`config.mk`:
```
export PLATFORM = sky130hd
export DESIGN_NAME = rx_pixel_assembler
export DESIGN_NICKNAME = d
export VERILOG_FILES = /design/src/rtl/rx_pixel_assembler.sv
export SDC_FILE = /design/constraint.sdc
export NUM_CORES = 1
export LEC_CHECK = 0
export BUFFER_PORTS_ARGS = -buffer_cell sky130_fd_sc_hd__buf_2
export CORE_MARGIN = 3
export CORE_UTILIZATION = 54
export CTS_BUF_LIST = sky130_fd_sc_hd__clkbuf_4
export DETAILED_ROUTE_END_ITERATION = 10
export PLACE_DENSITY = 0.77
export SLEW_MARGIN = 20
export SYNTH_ARGS = -nofsm -noshare
export SYNTH_HDL_FRONTEND = slang
export SYNTH_SLANG_ARGS = --single-unit
```
`constraint.sdc`:
```
create_clock -name clk -period 1.9 [get_ports clk]
set_input_delay 0.285 -clock clk [delete_from_list [all_inputs] [get_ports clk]]
set_output_delay 0.285 -clock clk [all_outputs]
set_load 0.1 [all_outputs]
```
`src/rtl/rx_pixel_assembler.sv`:
```
// rtl/rx_pixel_assembler.sv - UART byte stream to 24-bit RGB frame RAM writes
//
// Purpose: waits for a start-of-frame byte, packs each R,G,B byte triplet into
// one pixel and writes it to a raster-order address. Pulses frame_done after the
// last pixel of the frame; aborts a frame whose inter-byte gap exceeds TIMEOUT_CYC.
//
// Ports:
//   clk          system clock, all logic on posedge
//   reset        synchronous, active-high
//   rx_data      received byte, valid when rx_done=1
//   rx_done      1-cycle strobe marking a new byte
//   pixel_we     1-cycle frame RAM write strobe
//   pixel_data   {R,G,B}, first byte of the triplet in [23:16]
//   pixel_addr   raster index of the current write
//   frame_done   1-cycle pulse after the full frame has been written
//   busy         high while a frame is being received
//   timeout_err  1-cycle pulse when a frame is aborted by the byte-gap timeout

module rx_pixel_assembler #(
   parameter int         IMG_W       = 240,
   parameter int         IMG_H       = 176,
   parameter logic [7:0] SOF_BYTE    = 8'hA5,
   parameter int         TIMEOUT_CYC = 100000
) (
   input  logic                                       clk,
   input  logic                                       reset,
   input  logic [7:0]                                 rx_data,
   input  logic                                       rx_done,
   output logic                                       pixel_we,
   output logic [23:0]                                pixel_data,
   output logic [((IMG_W*IMG_H) > 1 ? $clog2(IMG_W*IMG_H) : 1)-1:0] pixel_addr,
   output logic                                       frame_done,
   output logic                                       busy,
   output logic                                       timeout_err
);

   localparam int NPIX = IMG_W * IMG_H;
   localparam int AW   = (NPIX > 1) ? $clog2(NPIX) : 1;
   localparam int GW   = $clog2(TIMEOUT_CYC);

   localparam logic [AW-1:0] LAST_PIX = AW'(NPIX - 1);
   localparam logic [GW-1:0] GAP_MAX  = GW'(TIMEOUT_CYC - 1);

   localparam logic [1:0] ST_IDLE = 2'd0;
   localparam logic [1:0] ST_RECV = 2'd1;
   localparam logic [1:0] ST_DONE = 2'd2;

   logic [1:0]    state_q, state_d;
   logic [1:0]    byte_idx_q, byte_idx_d;
   logic [AW-1:0] pix_cnt_q, pix_cnt_d;
   logic [GW-1:0] gap_q, gap_d;
   logic [7:0]    r_q, r_d;
   logic [7:0]    g_q, g_d;
   logic          pixel_we_q, pixel_we_d;
   logic [23:0]   pixel_data_q, pixel_data_d;
   logic [AW-1:0] pixel_addr_q, pixel_addr_d;
   logic          frame_done_q, frame_done_d;
   logic          timeout_err_q, timeout_err_d;

   always_comb begin
      state_d       = state_q;
      byte_idx_d    = byte_idx_q;
      pix_cnt_d     = pix_cnt_q;
      gap_d         = gap_q;
      r_d           = r_q;
      g_d           = g_q;
      pixel_we_d    = 1'b0;
      pixel_data_d  = pixel_data_q;
      pixel_addr_d  = pixel_addr_q;
      frame_done_d  = 1'b0;
      timeout_err_d = 1'b0;

      case (state_q)
         ST_IDLE: begin
            if (rx_done && (rx_data == SOF_BYTE)) begin
               state_d    = ST_RECV;
               byte_idx_d = 2'd0;
               pix_cnt_d  = '0;
               gap_d      = '0;
            end
         end

         ST_RECV: begin
            // A byte arriving on the timeout cycle takes priority over the abort.
            if (rx_done) begin
               gap_d = '0;
               case (byte_idx_q)
                  2'd0: begin
                     r_d        = rx_data;
                     byte_idx_d = 2'd1;
                  end
                  2'd1: begin
                     g_d        = rx_data;
                     byte_idx_d = 2'd2;
                  end
                  default: begin
                     pixel_we_d   = 1'b1;
                     pixel_data_d = {r_q, g_q, rx_data};
                     pixel_addr_d = pix_cnt_q;
                     byte_idx_d   = 2'd0;
                     // Clear rather than increment on the last pixel so the
                     // counter never overflows for power-of-two frame sizes.
                     if (pix_cnt_q == LAST_PIX) begin
                        pix_cnt_d = '0;
                        state_d   = ST_DONE;
                     end else begin
                        pix_cnt_d = pix_cnt_q + AW'(1);
                     end
                  end
               endcase
            end else if (gap_q == GAP_MAX) begin
               timeout_err_d = 1'b1;
               state_d       = ST_IDLE;
               byte_idx_d    = 2'd0;
               pix_cnt_d     = '0;
               gap_d         = '0;
            end else begin
               gap_d = gap_q + GW'(1);
            end
         end

         ST_DONE: begin
            // Any byte arriving in this cycle is dropped, including a SOF.
            frame_done_d = 1'b1;
            pix_cnt_d    = '0;
            state_d      = ST_IDLE;
         end

         default: state_d = ST_IDLE;
      endcase
   end

   always_ff @(posedge clk) begin
      if (reset) begin
         state_q       <= ST_IDLE;
         byte_idx_q    <= 2'd0;
         pix_cnt_q     <= '0;
         gap_q         <= '0;
         r_q           <= 8'd0;
         g_q           <= 8'd0;
         pixel_we_q    <= 1'b0;
         pixel_data_q  <= 24'd0;
         pixel_addr_q  <= '0;
         frame_done_q  <= 1'b0;
         timeout_err_q <= 1'b0;
      end else begin
         state_q       <= state_d;
         byte_idx_q    <= byte_idx_d;
         pix_cnt_q     <= pix_cnt_d;
         gap_q         <= gap_d;
         r_q           <= r_d;
         g_q           <= g_d;
         pixel_we_q    <= pixel_we_d;
         pixel_data_q  <= pixel_data_d;
         pixel_addr_q  <= pixel_addr_d;
         frame_done_q  <= frame_done_d;
         timeout_err_q <= timeout_err_d;
      end
   end

   assign pixel_we    = pixel_we_q;
   assign pixel_data  = pixel_data_q;
   assign pixel_addr  = pixel_addr_q;
   assign frame_done  = frame_done_q;
   assign timeout_err = timeout_err_q;
   assign busy        = (state_q == ST_RECV);

endmodule
```
==> results of run 1 <==
## worst paths after layout
path	endpoint	from	cells after the start	slack, ns
hold / removal	timeout_err	reset	2	0.04
setup reg to reg	pix_cnt_q[8]	gap_q[0]	7	0.14
setup / recovery	pix_cnt_q[8]	gap_q[0]	7	0.14
hold reg to reg	pixel_addr[13]	pixel_addr[13]	2	0.46
## final cells by class
| type | instances | area, um2 | share of cell area, % |
|---|---|---|---|
| Clock buffer | 9 | 67.6 | 1.37 |
| Clock inverter | 7 | 83.8 | 1.70 |
| Inverter | 11 | 45.0 | 0.912 |
| Multi-Input combinational cell | 360 | 2110 | 42.7 |
| Sequential cell | 96 | 1930 | 39.0 |
| Tap cell | 99 | 124 | 2.51 |
| Timing Repair Buffer | 94 | 586 | 11.9 |
## state kept, by name (all words and copies together), names as in the netlist
signal / cells
pixel_data: 24
gap_q: 17
pix_cnt_q: 16
pixel_addr: 16
g_q: 8
r_q: 8
byte_idx_q: 2
state_q: 2
frame_done: 1
pixel_we: 1
timeout_err: 1
## repair_timing
action	4_1_cts	5_1_grt
endpoints found under the setup margin	1	30
setup buffers	0	2
gates cloned	0	0
pin swaps	0	2
gates resized for setup	1	9
## cells by family after synthesis
kind of cell,Yosys count
XOR/XNOR,11
buffers and inverters,41
AO/OA/AOI/OAI,101
multiplexers,18
flip-flops,96
adder cells (fa/ha/maj),2
AND/OR/NAND/NOR,228
## cells in the final DEF, fill, tap and decap left out, types with 6 or more instances in the layout
cell and count:
nand2_1 94, buf_2 53, nor4_1 6, nand4_1 7, nor3_1 15, a31oi_1 6
nor2_1 36, xnor2_1 10, o21ai_0 20, nand2b_1 10, mux2i_1 18, clkbuf_4 9
buf_4 40, a21oi_1 50, dfxtp_1 92, inv_1 10, nand3_1 10
## layer usage
layer / GRT usage (%) / wire length (um) / vias up / share of wire (%)
met4: 6.98 / 126 / 0 / 1.3
met2: 39.2 / 4820 / 113 / 50
li1: - / - / 1891 / -
met3: 5.21 / 517 / 13 / 5.3
met1: 29.1 / 4270 / 1768 / 44
met5: 0 / 0 / - / 0
## power by group through the flow
stage          clock network [mW]  logic (mW)  registers, mW
2_1_floorplan                   0      0.0409           2.06
3_3_place_gp                    0      0.0831           2.06
3_5_place_dp                    0      0.0837           2.06
4_1_cts                      1.20      0.0839           2.01
5_1_grt                      1.27      0.0921           2.02
6_report                     1.16      0.0844           2.01
## stage by stage
stage,hold WS [ns],setup slack [ns]
finish,0.0430,0.139
global route,0.0202,0.00747
CTS,0.0152,0.0532
detailed placement,0.444,-0.0640
global placement,0.440,-0.0328
floorplan,0.421,0.00466
==> results.cfg, run 1 <==
[outcome]
status = complete, no violations

[pwr]
p_seq_share_pct = 61.8
swShare_pct = 24.0
ir_worst_vdd_mv = 0.757
p_clk_share_pct = 35.6
power_mw = 3.26
power_switching_uw = 783
combPwrFrac_pct = 2.6
power_density_nw_per_um2 = 660
leakagePower_nw = 1.87
p_int_mw = 2.48

[clocking]
cts.sinks = 96
insertion_delay_ns = 0.44
cts_tree = done
numCtsBuffers = 9
htreeDepth = 3
cts_max_path_buffers = 2
cts_hold_buf = 0
cts-root-buf = clkbuf_4
clkTransAtPathRegs_ns = 0.15

[routing]
drt_wl_total_mm = 9.73
vias = 3785
ant_nets = 0
viasPerCell = 5.60
post_drt_wl_per_cell_um = 14.4
initialDrtViolationCount = 227
first_pass_iters = 5
drc_errors = 0

[hold_path]
holdCritPathClass = in2reg

[yosys]
yosysTopAreaCell = dfxtp_1
seq_area_frac_synth_pct = 46.3
syn_avg_cell_area_um2 = 8.36
synth_ff_type = dfxtp_1
synth-edff-count = 0
synth_top_area_share_pct = 46.3
synthAdderAreaFrac_pct = 0.602
synth_compound_area_share_pct = 14.3
synthTopCellsByCount = 96 x dfxtp_1, 94 x nand2_1, 50 x a21oi_1
yosys.area_share.simple_pct = 27.9
ys_types = 53
netlist_instances = 497
synth_xor_xnor_area_share_pct = 2.32
synthMuxAreaShare_pct = 4.34
yosysWarningCount = 0
synth.area.top_cells = dfxtp_1 46%, nand2_1 8.5%, a21oi_1 6.0%
syn_nets = 510
ys_seq_elements = 96
synth.most_common_cell = dfxtp_1
ys_async_sr_fraction_pct = 0
synth_top_family_by_area = simple AND/OR/NAND/NOR gates
mappedNetlistArea_um2 = 4150

[sta]
min_period_over_period_pct = 92.7
maxSlewHeadroom_pct = 58.4
fin_skew_ns = 0.0121
finalHoldViolCount = 0
min_period_ns = 1.76
setup-tns-final_ns = 0
drv_slew = 0
tightest_slew_ns = 0.624
rsz0062_at_grt = false
fmax_ghz = 0.568
setup_viol = 0

[die]
row_count = 31
die_area_um2 = 8780
initial_utilization_pct = 56.4
die_w_um = 93.7
boundaryPins = 55
core_area_um2 = 7370
die_height_um = 93.7

[critical_path]
cp_slowest_cell = dfxtp_2
end_kind = register
worst-path-max-fanout = 11
max_stage_delay_ns = 0.37
crit_arrival_ns = 2.10
critical_path.top_delay_family = simple AND/OR/NAND/NOR gates
crit_path_start_kind = register
required_ns = 2.24
crit_type = reg2reg
cp_cell_sequence = ha_1, and3_4, and4_1, a21oi_1, buf_4, nor2_4, o32ai_1
crit_buf_inv = 1

[place]
placed_area_um2 = 4740
hpwlAfterDp_mm = 6.95
routabilityCongestion = 0.943
numPortBuffers = 54
post-place-cells = 658

[finish]
area_growth_pct = 18.9
finalInstanceArea_um2 = 4940
fin_nets = 585
diodes = 0
num-fill-cells = 630
instances_no_fill = 676
fin_util_pct = 67.0
drive_gt1_share_pct = 22.7

[global_routing]
overflow = 0
grt.total_usage_pct = 23.1
grt_pass1_vias = 3541
antenna_found_initial = 0
grt_start_max_net_pins = 66
grt_pass1_wl_mm = 16.3

[job]
maxCapViolCount = 0
(Power assumes the default switching activity.)
==> run 2: changes to the inputs <==
--- a/config.mk
+++ b/config.mk
@@ -10,7 +10,7 @@
 export CORE_UTILIZATION = 54
 export CTS_BUF_LIST = sky130_fd_sc_hd__clkbuf_4
 export DETAILED_ROUTE_END_ITERATION = 10
-export PLACE_DENSITY = 0.77
+export PLACE_DENSITY = 0.79
 export SLEW_MARGIN = 20
 export SYNTH_ARGS = -nofsm -noshare
 export SYNTH_HDL_FRONTEND = slang
==> run 2 against run 1 <==
Final cell count stayed put. Clock skew is 0.0018 ns higher. Combinational power is 13% higher. Die area stayed put. Flip-flop and latch count stayed put. Utilization is 0.34 points higher.
==> results.cfg, run 2 (synthesis gave the netlist of run 1 again) <==
[outcome]
status = complete, no violations

[critical_path]
end_kind = register
max_stage_delay_ns = 0.35
worst-path-max-fanout = 10
crit_type = reg2reg
cp_cell_sequence = ha_1, and4_1, and4_1, buf_4, nor2_8, nand2_1, o311ai_2
cpMostUsedCell = and4_1
reg2reg_to = pix_cnt_q[3]
reg2regPathDepth = 7
crit_arrival_ns = 2.17
crit_path_start_kind = register
required_ns = 2.27
worstReg2RegStart = pix_cnt_q[0]
cp_slowest_cell = dfxtp_1
r2r_setup_slack_ns = 0.09

[hold_path]
min_to = r_q[6]
holdCritPathClass = in2reg
min-delay-start = rx_data[6]
holdPathStages = 4

[routing]
ant_nets = 0
drt_wl_total_mm = 10.2
post_drt_wl_per_cell_um = 15.0
viasPerCell = 5.75
first_pass_iters = 5
drc_errors = 0
vias = 3884
initialDrtViolationCount = 286

[pwr]
p_clk_share_pct = 33.1
power_mw = 3.16
leakagePower_nw = 1.87
p_int_mw = 2.35
power_density_nw_per_um2 = 635
power_switching_uw = 804
p_seq_share_pct = 63.8
ir_worst_vdd_mv = 0.471
swShare_pct = 25.5
combPwrFrac_pct = 3.0

[die]
die_area_um2 = 8780
row_count = 31
core_area_um2 = 7370
initial_utilization_pct = 56.4
boundaryPins = 55
die_height_um = 93.7
die_w_um = 93.7

[finish]
diodes = 0
area_growth_pct = 19.5
most-common-layout-cells = 94 x nand2_1, 93 x dfxtp_1, 53 x buf_2, 49 x a21oi_1
drive_gt1_share_pct = 22.9
final_common_cell = nand2_1
largest_register_ffs = 24
fin_nets = 585
finalInstanceArea_um2 = 4970

[global_routing]
overflow = 0
grt_most_used_layer = met2
grtUsageMet2_pct = 37.8
met1_usage_pct = 30.7
grt_pass1_vias = 3465
grt.total_usage_pct = 23.2
met3_usage_pct = 5.05
antenna_found_initial = 0
grt_pass1_wl_mm = 16.4
grt_start_max_net_pins = 88

[clocking]
clkTransAtPathRegs_ns = 0.16
htreeDepth = 3
insertion_delay_ns = 0.45
cts.sinks = 96
numCtsBuffers = 9
cts-root-buf = clkbuf_4
cts_tree = done
cts_hold_buf = 0
cts_max_path_buffers = 2

[sta]
min_period_ns = 1.81
fmax_ghz = 0.553
min_period_over_period_pct = 95.1
rsz0062_at_grt = false
fin_skew_ns = 0.0139
hold_ws_ns = 0.180
tightest_slew_ns = 0.837
finalWorstSetupSlack_ns = 0.0930
finalHoldViolCount = 0
setup-tns-final_ns = 0
maxSlewHeadroom_pct = 43.7
setup_viol = 0
drv_slew = 0

[place]
hpwlAfterDp_mm = 7.03
pre_cts_ws_ns = -0.0885
routabilityCongestion = 0.931
placed_area_um2 = 4790
numPortBuffers = 54

[job]
maxCapViolCount = 0
[run 2: metal layers]
layer / wire, um / up-vias
li1: - / 1890
met1: 4380 / 1852
met2: 5070 / 117
met3: 549 / 25
met4: 169 / 0
met5: 0 / -
[run 2: worst max-delay path by stage]
stage / start / to / depth (start not counted)
4_1_cts: gap_q[0] / gap_q[11] / 8
6_report: pix_cnt_q[0] / pix_cnt_q[3] / 7
2_1_floorplan: state_q[1] / gap_q[10] / 8
5_1_grt: pix_cnt_q[8] / pix_cnt_q[14] / 6
3_5_place_dp: rx_data[4] / gap_q[13] / 7
3_3_place_gp: rx_data[4] / gap_q[12] / 7
[run 2: critical path: cells and delay by family (launching register included)]
kind,cells,cell delay (ns)
and+or+nand+nor,4,0.68
adders and majority gates,1,0.26
DFF,1,0.35
AOI/OAI and AO/OA,1,0.26
buffers and inverters,1,0.18
[run 2: per-stage QoR]
stage	util, %	instances
after global placement	65.0	659
after CTS	66.7	675
after global routing	67.4	676
after floorplan	-	497
final	67.4	676
after detailed placement	65.0	659
[run 2: area by class of cell]
type / count / area [um2]
Fill cell: 630 / 2400
Multi-Input combinational cell: 360 / 2120
Sequential cell: 96 / 1930
Timing Repair Buffer: 94 / 623
Tap cell: 99 / 124
Clock buffer: 9 / 67.6
Clock inverter: 7 / 60.1
Inverter: 11 / 45.0
[run 2: repair_timing]
item,in CTS,in global routing
buffers inserted,0,0
endpoints found under the setup margin,0,28
gates resized for setup,0,15
endpoints found under the hold margin,0,0
[run 2: power by group through the flow]
stage	clock, mW	sequential [mW]	combinational [mW]
floorplan	0	2.06	0.0409
global placement	0	2.06	0.0903
detailed placement	0	2.06	0.0912
CTS	1.06	2.01	0.0915
global route	1.14	2.02	0.104
finish	1.05	2.01	0.0950
